--- src/rtl/pass_entry_loader_if.sv ---
// Host-link byte stream, store write port and status for pass_entry_loader.
// master: byte source / clear requester (drives in_* and clr_req).
// slave : the loader (drives in_ready, ram_*, entry_count, full, overflow, done).
interface pass_entry_loader_if #(
  parameter int DATA_W = 256,
  parameter int ADDR_W = 4
);
  logic              in_valid;
  logic [7:0]        in_data;
  logic              in_last;
  logic              in_ready;
  logic              clr_req;
  logic [DATA_W-1:0] ram_data;
  logic [ADDR_W-1:0] ram_addr;
  logic              ram_we;
  logic [ADDR_W:0]   entry_count;
  logic              full;
  logic              overflow;
  logic              done;

  modport master (
    output in_valid, in_data, in_last, clr_req,
    input  in_ready, ram_data, ram_addr, ram_we, entry_count, full, overflow, done
  );

  modport slave (
    input  in_valid, in_data, in_last, clr_req,
    output in_ready, ram_data, ram_addr, ram_we, entry_count, full, overflow, done
  );
endinterface

--- src/rtl/pass_entry_loader.sv ---
// Packs a byte stream into DATA_W-bit password entries and writes each into the next free store slot.
// Latency: last byte accepted at edge N -> ram_we/done in cycle N+1 -> in_ready back in cycle N+2 (unless full).
// Backpressure: in_ready low while writing, clearing or full; held bytes stay with the source.
//
// Ports: clk, rst_n (async active-low); bus (slave modport): in_valid/in_data/in_last/in_ready byte
// stream, clr_req, ram_data/ram_addr/ram_we store write, entry_count/full/overflow status, done pulse.
// Optional feature macro PASS_LOADER_SCRUB_EN: clr_req zero-fills every slot before emptying the store.
module pass_entry_loader #(
  parameter int DATA_W = 256,
  parameter int ADDR_W = 4,
  parameter int DEPTH  = 16
) (
  input logic               clk,
  input logic               rst_n,
  pass_entry_loader_if.slave bus
);

  localparam int BYTES = DATA_W / 8;
  localparam int IDX_W = (BYTES > 1) ? $clog2(BYTES) : 1;
  localparam logic [IDX_W-1:0]  LAST_IDX  = IDX_W'(BYTES - 1);
  localparam logic [ADDR_W:0]   DEPTH_CNT = (ADDR_W + 1)'(DEPTH);

  typedef enum logic [1:0] {
    S_COLLECT,
    S_DRAIN,
    S_WRITE
`ifdef PASS_LOADER_SCRUB_EN
    , S_CLEAR
`endif
  } state_t;

  state_t            r_state;
  logic [IDX_W-1:0]  r_idx;
  logic [DATA_W-1:0] r_buf;
  logic [ADDR_W:0]   r_count;     // doubles as the write pointer; never wraps
  logic              r_full;
  logic              r_ovf;
  logic              r_in_ready;
  logic              r_we;
  logic              r_done;
  logic [DATA_W-1:0] r_ram_data;
  logic [ADDR_W-1:0] r_ram_addr;
  logic              r_clr_pend;  // clr_req seen during WRITE, acted on next cycle
`ifdef PASS_LOADER_SCRUB_EN
  logic [ADDR_W:0]   r_scrub;     // next slot to zero during the sweep
`endif

  logic              w_xfer;
  logic              w_clr;
  logic              w_will_full;
  logic [DATA_W-1:0] w_merged;
  logic [DATA_W-1:0] w_wdata;

  assign w_xfer      = bus.in_valid && r_in_ready;
  assign w_clr       = bus.clr_req || r_clr_pend;
  assign w_will_full = (r_count + 1'b1) == DEPTH_CNT;
  assign w_merged    = r_buf | (DATA_W'(bus.in_data) << {r_idx, 3'b000});
  // In DRAIN the buffer already holds the first BYTES bytes; the extra ones are dropped.
  assign w_wdata     = (r_state == S_DRAIN) ? r_buf : w_merged;

  always_ff @(posedge clk or negedge rst_n) begin
    if (!rst_n) begin
      r_state    <= S_COLLECT;
      r_idx      <= '0;
      r_buf      <= '0;
      r_count    <= '0;
      r_full     <= 1'b0;
      r_ovf      <= 1'b0;
      r_in_ready <= 1'b0;
      r_we       <= 1'b0;
      r_done     <= 1'b0;
      r_ram_data <= '0;
      r_ram_addr <= '0;
      r_clr_pend <= 1'b0;
`ifdef PASS_LOADER_SCRUB_EN
      r_scrub    <= '0;
`endif
    end else begin
      r_we   <= 1'b0;
      r_done <= 1'b0;
      case (r_state)
        S_WRITE: begin
          // The write always completes; a clear arriving now waits one cycle.
          r_count    <= r_count + 1'b1;
          r_full     <= w_will_full;
          r_clr_pend <= bus.clr_req;
          r_in_ready <= !w_will_full && !bus.clr_req;
          r_state    <= S_COLLECT;
        end
`ifdef PASS_LOADER_SCRUB_EN
        S_CLEAR: begin
          if (r_scrub == DEPTH_CNT) begin
            r_count    <= '0;
            r_full     <= 1'b0;
            r_ovf      <= 1'b0;
            r_in_ready <= 1'b1;
            r_state    <= S_COLLECT;
          end else begin
            r_we       <= 1'b1;
            r_ram_addr <= r_scrub[ADDR_W-1:0];
            r_ram_data <= '0;
            r_scrub    <= r_scrub + 1'b1;
          end
        end
`endif
        default: begin  // S_COLLECT, S_DRAIN
          if (w_clr) begin
            // Clear wins over a byte offered in the same cycle; that byte is not taken.
            r_clr_pend <= 1'b0;
            r_idx      <= '0;
            r_buf      <= '0;
`ifdef PASS_LOADER_SCRUB_EN
            r_state    <= S_CLEAR;
            r_in_ready <= 1'b0;
            r_we       <= 1'b1;
            r_ram_addr <= '0;
            r_ram_data <= '0;
            r_scrub    <= (ADDR_W + 1)'(1);
`else
            r_state    <= S_COLLECT;
            r_count    <= '0;
            r_full     <= 1'b0;
            r_ovf      <= 1'b0;
            r_in_ready <= 1'b1;
`endif
          end else if (w_xfer) begin
            if (bus.in_last) begin
              r_we       <= 1'b1;
              r_done     <= 1'b1;
              r_ram_addr <= r_count[ADDR_W-1:0];
              r_ram_data <= w_wdata;
              r_buf      <= '0;
              r_idx      <= '0;
              r_in_ready <= 1'b0;
              r_state    <= S_WRITE;
            end else if (r_state == S_COLLECT) begin
              r_buf      <= w_merged;
              r_in_ready <= 1'b1;
              if (r_idx == LAST_IDX) begin
                r_ovf   <= 1'b1;
                r_idx   <= '0;
                r_state <= S_DRAIN;
              end else begin
                r_idx <= r_idx + 1'b1;
              end
            end
          end else begin
            r_in_ready <= (r_state == S_DRAIN) || !r_full;
          end
        end
      endcase
    end
  end

  assign bus.in_ready    = r_in_ready;
  assign bus.ram_we      = r_we;
  assign bus.done        = r_done;
  assign bus.ram_data    = r_ram_data;
  assign bus.ram_addr    = r_ram_addr;
  assign bus.entry_count = r_count;
  assign bus.full        = r_full;
  assign bus.overflow    = r_ovf;

endmodule

--- src/flat_wrapper.sv ---
// flat-port wrapper written by rule: the top's interface ports become plain ports
module pass_entry_loader_flat 
#(
  parameter int DATA_W = 256,
  parameter int ADDR_W = 4,
  parameter int DEPTH  = 16
)
  (clk, rst_n, bus_in_valid, bus_in_data, bus_in_last, bus_clr_req, bus_in_ready, bus_ram_data, bus_ram_addr, bus_ram_we, bus_entry_count, bus_full, bus_overflow, bus_done);
  pass_entry_loader_if #(.DATA_W(DATA_W), .ADDR_W(ADDR_W)) bus_i ();
  input logic clk;
  input logic rst_n;
  input wire logic [$bits(bus_i.in_valid)-1:0] bus_in_valid;
  input wire logic [$bits(bus_i.in_data)-1:0] bus_in_data;
  input wire logic [$bits(bus_i.in_last)-1:0] bus_in_last;
  input wire logic [$bits(bus_i.clr_req)-1:0] bus_clr_req;
  output wire logic [$bits(bus_i.in_ready)-1:0] bus_in_ready;
  output wire logic [$bits(bus_i.ram_data)-1:0] bus_ram_data;
  output wire logic [$bits(bus_i.ram_addr)-1:0] bus_ram_addr;
  output wire logic [$bits(bus_i.ram_we)-1:0] bus_ram_we;
  output wire logic [$bits(bus_i.entry_count)-1:0] bus_entry_count;
  output wire logic [$bits(bus_i.full)-1:0] bus_full;
  output wire logic [$bits(bus_i.overflow)-1:0] bus_overflow;
  output wire logic [$bits(bus_i.done)-1:0] bus_done;
  assign bus_i.in_valid = bus_in_valid;
  assign bus_i.in_data = bus_in_data;
  assign bus_i.in_last = bus_in_last;
  assign bus_i.clr_req = bus_clr_req;
  assign bus_in_ready = bus_i.in_ready;
  assign bus_ram_data = bus_i.ram_data;
  assign bus_ram_addr = bus_i.ram_addr;
  assign bus_ram_we = bus_i.ram_we;
  assign bus_entry_count = bus_i.entry_count;
  assign bus_full = bus_i.full;
  assign bus_overflow = bus_i.overflow;
  assign bus_done = bus_i.done;
  pass_entry_loader #(.DATA_W(DATA_W), .ADDR_W(ADDR_W), .DEPTH(DEPTH)) u_core (.clk(clk), .rst_n(rst_n), .bus(bus_i));
endmodule
--- config.mk ---
export PLATFORM = sky130hd
export DESIGN_NAME = pass_entry_loader_flat
export DESIGN_NICKNAME = d
export VERILOG_FILES = /design/src/rtl/pass_entry_loader_if.sv /design/src/rtl/pass_entry_loader.sv /design/src/flat_wrapper.sv
export SDC_FILE = /design/constraint.sdc
export NUM_CORES = 1
export LEC_CHECK = 0
export CAP_MARGIN = 20
export CORE_MARGIN = 4
export CORE_UTILIZATION = 55
export DETAILED_ROUTE_END_ITERATION = 16
export GPL_TIMING_DRIVEN = 0
export PLACE_DENSITY = 0.77
export SYNTH_ARGS = -nofsm -noshare
export SYNTH_HDL_FRONTEND = slang
export SYNTH_SLANG_ARGS = --single-unit
--- constraint.sdc ---
create_clock -name clk -period 2.85 [get_ports clk]
set_input_delay 0.57 -clock clk [delete_from_list [all_inputs] [get_ports clk]]
set_output_delay 0.57 -clock clk [all_outputs]
set_load 0.05 [all_outputs]
==> After elaboration in Yosys (flattened, before gate mapping) <==
Cells that the tools add are included.
{ "word_totals": {"ff_bits": 533, "latchBits": 0, "mem_bits_rw": 0, "rom_bits": 0, "in_bits": 13, "out_inout_bits": 270, "word_cells": 78, "mem_count": 0} }
{ "classes": {"add_sub_neg": 2, "multipliers": 0, "div_mod_pow": 0, "n_lt_le_gt_ge": 0, "eq_ne": 6, "shift": 1, "muxes": 35, "bitwise": 3, "reduce_logical": 20} }
{ "ops": {"columns": ["operator", "n"], "rows": [
  ["256-bit two-way mux", 5],
  ["256-bit bitwise OR", 1],
  ["8-bit by 8-bit left shift with 256-bit output", 1],
  ["5-bit two-way mux", 7],
  ["1-bit two-way mux", 17],
  ["2-bit two-way mux", 6],
  ["5-bit by 1-bit adder with 5-bit output, second input constant", 2],
  ["5-bit == test, second input constant", 2],
  ["2-bit nonzero test", 4],
  ["4-bit nonzero test", 2],
  ["3-bit AND reduction", 2],
  ["3-bit nonzero test", 2],
  ["5-bit inequality test, second input constant", 1],
  ["5-bit AND reduction", 1],
  ["4-bit AND reduction", 1],
  ["1-bit logical NOT", 3],
  ["2-bit by 1-bit == test with 1-bit output, second input constant", 1],
  ["2-bit == test, second input constant", 1],
  ["1-bit logical AND", 2],
  ["2-bit logical NOT", 1],
  ["1-bit logical OR", 2],
  ["2-bit by 1-bit inequality test with 1-bit output, second input constant", 1],
  ["1-bit NOT", 2]
]} }

==> Longest topological paths before layout <==
Gate-level depths: netlist of the first run.
{ "depth": {"ltp_word": 7, "mapped_depth": 8, "depth_no_buf": 7} }

==> Least setup slack after synthesis of the first run <==
OpenSTA, ideal clock, no wires.
{ "synth_timing": {"kind": "reg2reg", "from": "reg u_core.r_idx[1]", "to": "reg u_core.r_idx[3]", "setup_ns": 0.095, "arrival_time_ns": 1.754, "required_time_ns": 2.755, "slack_ns": 1.000, "stages_incl_launch_ff": 6, "path_buffers": 0, "period_less_slack_ns": 1.850, "path_cell_list": "dfrtp_1 -> ha_1 -> and3_1 -> ha_1 -> or4_1 -> o31ai_1"} }
{ "synth_via": {"elab_chain_len": 6, "elab_cells_between_ends": 7, "classes_between": "add/sub (1); eq/ne (1); mux (5)"} }
{ "synth_rtl": {"columns": ["element", "line", "text"], "rows": [
  ["from (decl)", "pass_entry_loader.sv:33", "logic [IDX_W-1:0] r_idx;"],
  ["from (signal assigned)", "pass_entry_loader.sv:144", "r_idx <= r_idx + 1'b1;"],
  ["5-bit by 1-bit adder with 5-bit output / 5-bit == test (equally long branches)", "pass_entry_loader.sv:144, pass_entry_loader.sv:139", null],
  ["5-bit two-way mux *", "pass_entry_loader.sv:139", "if (r_idx == LAST_IDX) begin"],
  ["5-bit two-way mux *", "pass_entry_loader.sv:136", "end else if (r_state == S_COLLECT) begin"],
  ["5-bit two-way mux *", "pass_entry_loader.sv:127", "if (bus.in_last) begin"],
  ["5-bit two-way mux *", "pass_entry_loader.sv:126", "end else if (w_xfer) begin"],
  ["5-bit two-way mux *", "pass_entry_loader.sv:107", "if (w_clr) begin"]
]} }
Every way passes the cells marked *; elsewhere a longest branch is shown, timed or not. The select of a mux whose other input is x is not followed.
A chain may end at the register's enable or synchronous reset.

==> Final worst setup path of the first run <==
{ "layout_timing": {"from": "reg u_core.r_state[1]", "to": "reg u_core.r_ram_data[127] (netlist: u_core.bus.ram_data[127])"} }
{ "layout_via": {"elab_chain_len": 3, "elab_cells_between_ends": 5, "classes_between": "eq/ne (2); mux (1); bitwise (1); reduce/logical (1)"} }
{ "layout_rtl": {"columns": ["element", "line", "text"], "rows": [
  ["from (decl)", "pass_entry_loader.sv:32", "state_t r_state;"],
  ["from (signal assigned)", "pass_entry_loader.sv:63", "r_state <= S_COLLECT;"],
  ["from (signal assigned)", "pass_entry_loader.sv:88", "r_state <= S_COLLECT;"],
  ["from (signal assigned)", "pass_entry_loader.sv:120", "r_state <= S_COLLECT;"],
  ["2-bit == test", "pass_entry_loader.sv:81", "case (r_state)"],
  ["1-bit NOT (no line)", null, null],
  ["4-bit AND reduction (no line)", null, null],
  ["to (signal assigned)", "pass_entry_loader.sv:131", "r_ram_data <= w_wdata;"],
  ["to (decl)", "pass_entry_loader.sv:41", "logic [DATA_W-1:0] r_ram_data;"]
]} }
Parallel ways exist; a longest one is shown, timed or not.

==> flow_summary.ini, run 1 <==
[logic_synthesis]
synth_warnings = 0
synth_top_family_by_area = compound AO/OA/AOI/OAI gates
syn_area_per_cell_um2 = 9.883
ys_types = 43
synth_nets = 2184
yosys.area.top_type_share = 0.6225
postSynthCellCount = 2168
yosys_most_used_dff = dfrtp_1
synthXorXnorAreaFrac = 0.0004088
synthTopCellsByArea = dfrtp_1, a31oi_1, a21oi_1, o21ai_0, nor2_1
syn_area_um2 = 21430
ys_ff_latch = 533
synth_area_leader_cell = dfrtp_1
synthArstFlopShare = 1.000
synthAdderAreaFrac = 0.001752
synth_edf_count = 0
synthSimpleGateAreaFrac = 0.1326
synth.area.mux_share = 0
synth_compound_area_frac = 0.2025
ys_seq_area_frac = 0.6225

[clocking]
cts_buffer_depth = 3
clkLatencyLatePin_ns = 0.57
cts_root_buf = clkbuf_16
cts_hold_buffers = 1
cts_sinks = 533
post-cts-setup-buffers = 0
htreeDepth = 2
cts_buffers = 52
cts_resized = 0
cts_tree = done
clk_pin_slew_worst_paths_ns = 0.06

[worst_setup_path]
r2r-start = u_core.r_state[1]
arrival_ns = 3.15
required_ns = 3.27
reg2reg_slack_ns = 0.12
path_max_fanout = 10
critPathLaunchType = register
crit_type = register to register
cp-end-kind = register
r2r_end = u_core.bus.ram_data[127]
reg2reg_depth = 6

[die]
rows = 72
core_region_area_um2 = 38560
die_h_um = 205.4
die_area_um2 = 42180
io_pins = 283
die_x_um = 205.4
initial_core_util = 0.5557

[sta]
fin_crit_sh = 0.9565
hold_viol = 0
finalSetupViolCount = 0
worst_slack_ns = 0.1239
clock.fmax_mhz = 366.8
max_slew_margin = 0.2387
grt_setup_unrepaired = false
skew_ns = 0.01764
worstMarginPinSlew_ns = 1.142
period_needed_ns = 2.726
final_max_slew_viol_count = 0

[hold_path]
hold_path_class = register to register
hp-start = u_core.bus.ram_data[144]
hold_path_depth = 2
hold_end = u_core.bus.ram_data[144]

[global_route]
antenna_found_initial = 2
use_met3 = 0.06367
grt_use_met2 = 0.5040
groute.usage.overall = 0.3145
grt_max_degree = 133
overflow = 0
met1_usage = 0.4255
grt_pass1_wl_um = 103700
gr-max-usage-layer = met2
grt_pass1_vias = 18510

[detailed_routing]
wl_per_cell_um = 21.78
drcViolationCount = 0
dr.first_iter.drc_count = 1878
routed_via_density = 6.079
via_count = 18630
dr.pass1.iters = 6
final_antenna_net_count = 0
drt-total-wl_um = 66730

[pwr]
ir_drop_v = 0.0004710
p_per_area_nw_per_um2 = 582.7
power.total_mw = 15.54
p_leak_nw = 11.49

[placement]
gp_congestion = 0.8789
hpwl_um = 46750
port-buffer-count = 282
place_ws_ns = -0.4222

[outcome]
outcome = complete, no violations

[cells_and_area]
fin_nets = 2525
drive_gt1_frac = 0.08805
post-route-util = 0.6919
area_delta_synth_final_pct = 24.52

[job]
timing.max_cap.violations = 0
-- layer usage --
layer | up-vias | routed length, um | part of all wire
li1 | 8245 | - | -
met1 | 9277 | 26190 | 0.39
met2 | 945 | 31510 | 0.47
met3 | 156 | 6056 | 0.091
met4 | 2 | 2957 | 0.044
met5 | - | 16 | 0.00024
-- cell type report --
class	count	area, um^2
timing repair buffer	287	2948
sequential	533	13340
tap	518	648.1
buffer	186	854.6
antenna	2	5.005
clock inverter	8	90.09
multi-input combinational	1447	7226
inverter	2	7.507
fill	3001	11880
clock buffer	81	1562
-- how the worst max path moves through the flow --
stage                       from                  endpoint  slack (ns)  cells after the start
2_1_floorplan    u_core.r_idx[1]           u_core.r_idx[3]        1.00                      5
5_1_grt        u_core.r_state[1]  u_core.bus.ram_data[131]        0.06                      6
3_3_place_gp               rst_n   u_core.bus.ram_data[42]      -21.13                      1
6_report       u_core.r_state[1]  u_core.bus.ram_data[127]        0.12                      6
4_1_cts        u_core.r_state[1]  u_core.bus.ram_data[131]        0.09                      6
3_5_place_dp         bus_clr_req  u_core.bus.ram_data[125]       -0.42                      6
-- report_power, final --
group	switching (mW)	leakage, nW	internal, mW
Sequential	0.0533	7.42	7.65
Combinational	0.860	3.26	0.264
Clock	2.81	0.816	3.91
-- layout by cell type, fill, tap and decap left out, drive strengths merged, types with 2 or more instances in the layout --
| cell type | netlist | routed |
|---|---|---|
| nand3b | 2 | 2 |
| and3 | 5 | 5 |
| nand3 | 6 | 6 |
| clkinv | 0 | 6 |
| nor3 | 3 | 3 |
| bufinv | 0 | 2 |
| diode | 0 | 2 |
| nand2 | 288 | 288 |
| nor2b | 3 | 3 |
| nor2 | 296 | 296 |
| a22o | 2 | 2 |
| clkdlybuf4s50 | 0 | 281 |
| a21oi | 259 | 259 |
| dfrtp | 533 | 533 |
| buf | 108 | 113 |
| a31oi | 257 | 257 |
| nor3b | 34 | 34 |
| o21ai | 268 | 268 |
| inv | 2 | 2 |
| clkbuf | 78 | 159 |
| or2 | 2 | 2 |
| nand2b | 4 | 4 |
| ha | 3 | 3 |
-- stage by stage --
stage	TNS (ns)	instances	instance area, um^2	hold slack [ns]
3_3_place_gp	-	2968	24900	0.4650
5_1_grt	0	3062	26670	0.4979
3_5_place_dp	-57.30	2972	25010	0.4616
4_1_cts	0	3062	26670	0.4830
2_1_floorplan	0	2168	21430	0.2744
6_report	0	3064	26680	0.4753
-- sequential cells by signal, indices dropped and copies added, names as in the netlist --
signal                  flops
u_core.bus.ram_data       256
u_core.bus.full             1
u_core.bus.entry_count      5
u_core.bus.in_ready         1
u_core.bus.ram_we           1
u_core.r_state              2
u_core.bus.ram_addr         4
u_core.r_buf              256
u_core.r_idx                5
u_core.r_clr_pend           1
u_core.bus.overflow         1
-- kinds of logic (layout without fill, tap and decap cells) --
family,count (synthesis),after routing
adder cells (fa/ha/maj),3,3
AND/OR/NAND/NOR,648,648
XOR/XNOR,1,1
other,0,2
flip-flops,533,533
buffers and inverters,188,564
AO/OA/AOI/OAI,795,795
-- cells in the mapped netlist (5+ instances only) --
cell / instances
dfrtp_1: 533
nor2_1: 288
nand2_1: 287
a21oi_1: 259
a31oi_1: 257
o21ai_0: 238
buf_2: 95
clkbuf_1: 78
o21ai_1: 30
nor3b_2: 27
nor2_2: 8
buf_1: 6
nand3_1: 6
and3_1: 5
nor3b_4: 5
-- critical path, stage by stage, from the launching register on --
cell and delay [ns]:
dfrtp_1 0.32, buf_2 0.20, nand2b_1 0.21, nand3b_1 0.43, clkbuf_1 0.78, clkbuf_1 0.45, o21ai_0 0.19
(Power assumes the default switching activity.)
==> run 2, diff against run 1 <==
--- a/config.mk
+++ b/config.mk
@@ -5,9 +5,11 @@
 export SDC_FILE = /design/constraint.sdc
 export NUM_CORES = 1
 export LEC_CHECK = 0
+export ABC_CLOCK_PERIOD_IN_PS = 2850
 export CAP_MARGIN = 20
 export CORE_MARGIN = 4
 export CORE_UTILIZATION = 55
+export CTS_BUF_LIST = sky130_fd_sc_hd__clkbuf_4
 export DETAILED_ROUTE_END_ITERATION = 16
 export GPL_TIMING_DRIVEN = 0
 export PLACE_DENSITY = 0.77
==> constraint.sdc (replaced) <==
create_clock -name clk -period 2.85 [get_ports clk]
set_input_delay 0.57 -clock clk [delete_from_list [all_inputs] [get_ports clk]]
set_output_delay 0.57 -clock clk [all_outputs]
set_load 0.1 [all_outputs]
==> run 2 against run 1 <==
  * Combinational power increased by 17%
  * Setup slack lost 0.031 ns
  * Sequential power is essentially flat
  * Power is 1.3% lower
  * Core utilization down 0.91 points
  * Wire length grew 0.85%
  * Critical path depth is 5 lower
  * Sequential cell count unchanged
  * Critical path type is now register to output pin
  * Largest power group unchanged
==> flow_summary.ini, run 2 (synthesized netlist as in run 1, its figures left out) <==
[outcome]
outcome = complete, no violations

[clocking]
post-cts-setup-buffers = 0
cts_root_buf = clkbuf_4
cts_buffer_depth = 3
clkLatencyLatePin_ns = 0.82
htreeDepth = 4
cts_buffers = 136
cts_sinks = 533
cts_tree = done
clk_pin_slew_worst_paths_ns = 0.06

[worst_setup_path]
worstPathCellList = dlygate4sd2_1
required_ns = 2.28
path_max_fanout = 8
cp-end-kind = output pin
slowest_stage = dlygate4sd2_1
critPathLaunchType = register
path_buf_inv = 1
arrival_ns = 2.19
critical_path.top_delay_family = buffers and inverters
slowest_delay_ns = 0.90
crit_type = register to output pin

[pwr]
p_seq_frac = 0.502
ir_drop_v = 0.0003228
p_sw_mw = 4.160
p_leak_nw = 12.95
p_clk_frac = 0.413
p_per_area_nw_per_um2 = 582.5
power.total_mw = 15.34
swShare = 0.2712
p_int_mw = 11.18
combPwrFrac = 0.085

[cells_and_area]
multiInputGateArea_um2 = 7226
stdcell_count = 3203
fillCellCount = 3233
final_cell_mix = dfrtp_1, nor2_1, nand2_1
layout_commonest_cell = dfrtp_1
area_delta_synth_final_pct = 22.89
drive_gt1_frac = 0.1330
fin_nets = 2609
post-route-util = 0.6829
fin_area_um2 = 26330
regArea_um2 = 13340

[sta]
worstMarginPinSlew_ns = 1.140
worst_slack_ns = 0.09307
max_slew_margin = 0.2399
grt_setup_unrepaired = false
clock.fmax_mhz = 362.7
period_needed_ns = 2.757
final_max_slew_viol_count = 0
hold_viol = 0
skew_ns = 0.03601
fin_crit_sh = 0.9673
finalSetupViolCount = 0
hold_ws_ns = 0.2573
tns_ns = 0

[placement]
place_inst = 2972
place_area_um2 = 25010
place_ws_ns = -0.4222
gp_congestion = 0.8789
hpwl_um = 46750
port-buffer-count = 282

[detailed_routing]
drt-total-wl_um = 67300
routed_via_density = 5.987
drcViolationCount = 0
dr.pass1.iters = 5
dr.first_iter.drc_count = 1726
via_count = 19180
final_antenna_net_count = 0
wl_per_cell_um = 21.01

[global_route]
grt_pass1_wl_um = 104700
grt_max_degree = 133
antenna_found_initial = 3
groute.usage.overall = 0.3190
grt_pass1_vias = 19090
overflow = 0

[die]
io_pins = 283
die_h_um = 205.4
die_x_um = 205.4
core_region_area_um2 = 38560
rows = 72
die_area_um2 = 42180
initial_core_util = 0.5557

[job]
timing.max_cap.violations = 0

[hold_path]
hold_path_class = primary input to asynchronous set/reset pin
## run 2: worst paths after layout
check	endpoint	slack, ns	start	cells past startpoint
min in group clk	u_core.r_state[1]	0.46	bus_clr_req	2
min reg2reg	u_core.bus.ram_data[144]	0.47	u_core.bus.ram_data[144]	2
max reg2reg	u_core.bus.ram_data[127]	0.15	u_core.r_state[1]	6
max in group asynchronous	u_core.bus.ram_data[46]	1.09	rst_n	4
min	u_core.bus.ram_data[138]	0.26	rst_n	2
max	bus_entry_count[1]	0.09	u_core.bus.entry_count[1]	1
## run 2: power groups by stage
stage	logic (mW)	clock network [mW]	registers, mW
6_report	1.31	6.34	7.70
3_5_place_dp	1.34	0	7.84
2_1_floorplan	0.406	0	8.24
4_1_cts	1.31	6.41	7.70
3_3_place_gp	1.30	0	7.86
5_1_grt	1.39	6.85	7.70
## run 2: layout make-up
type,count,area share
repair buffers,287,0.09899
multi-input cells,1447,0.2744
flip-flops and latches,533,0.5066
clock inverters,34,0.006938
plain buffers,186,0.03246
inverters,2,0.0002851
well taps,518,0.02462
diodes,1,0.00009504
clock buffers,195,0.05560
## run 2: repair_timing
| item | 4_1_cts | 5_1_grt |
|---|---|---|
| gates resized for setup | 270 | 2 |
| hold buffers | 1 | 0 |
| endpoints found under the setup margin | 270 | 1 |
| pin swaps | 0 | 0 |
| hold endpoints to repair | 39 | 0 |
## run 2: metal layers
| metal | track usage | routed length [um] |
|---|---|---|
| met1 | 0.4260 | 26420 |
| met5 | 0 | 15 |
| met2 | 0.5035 | 31740 |
| met3 | 0.07486 | 6369 |
| met4 | 0.1433 | 2755 |
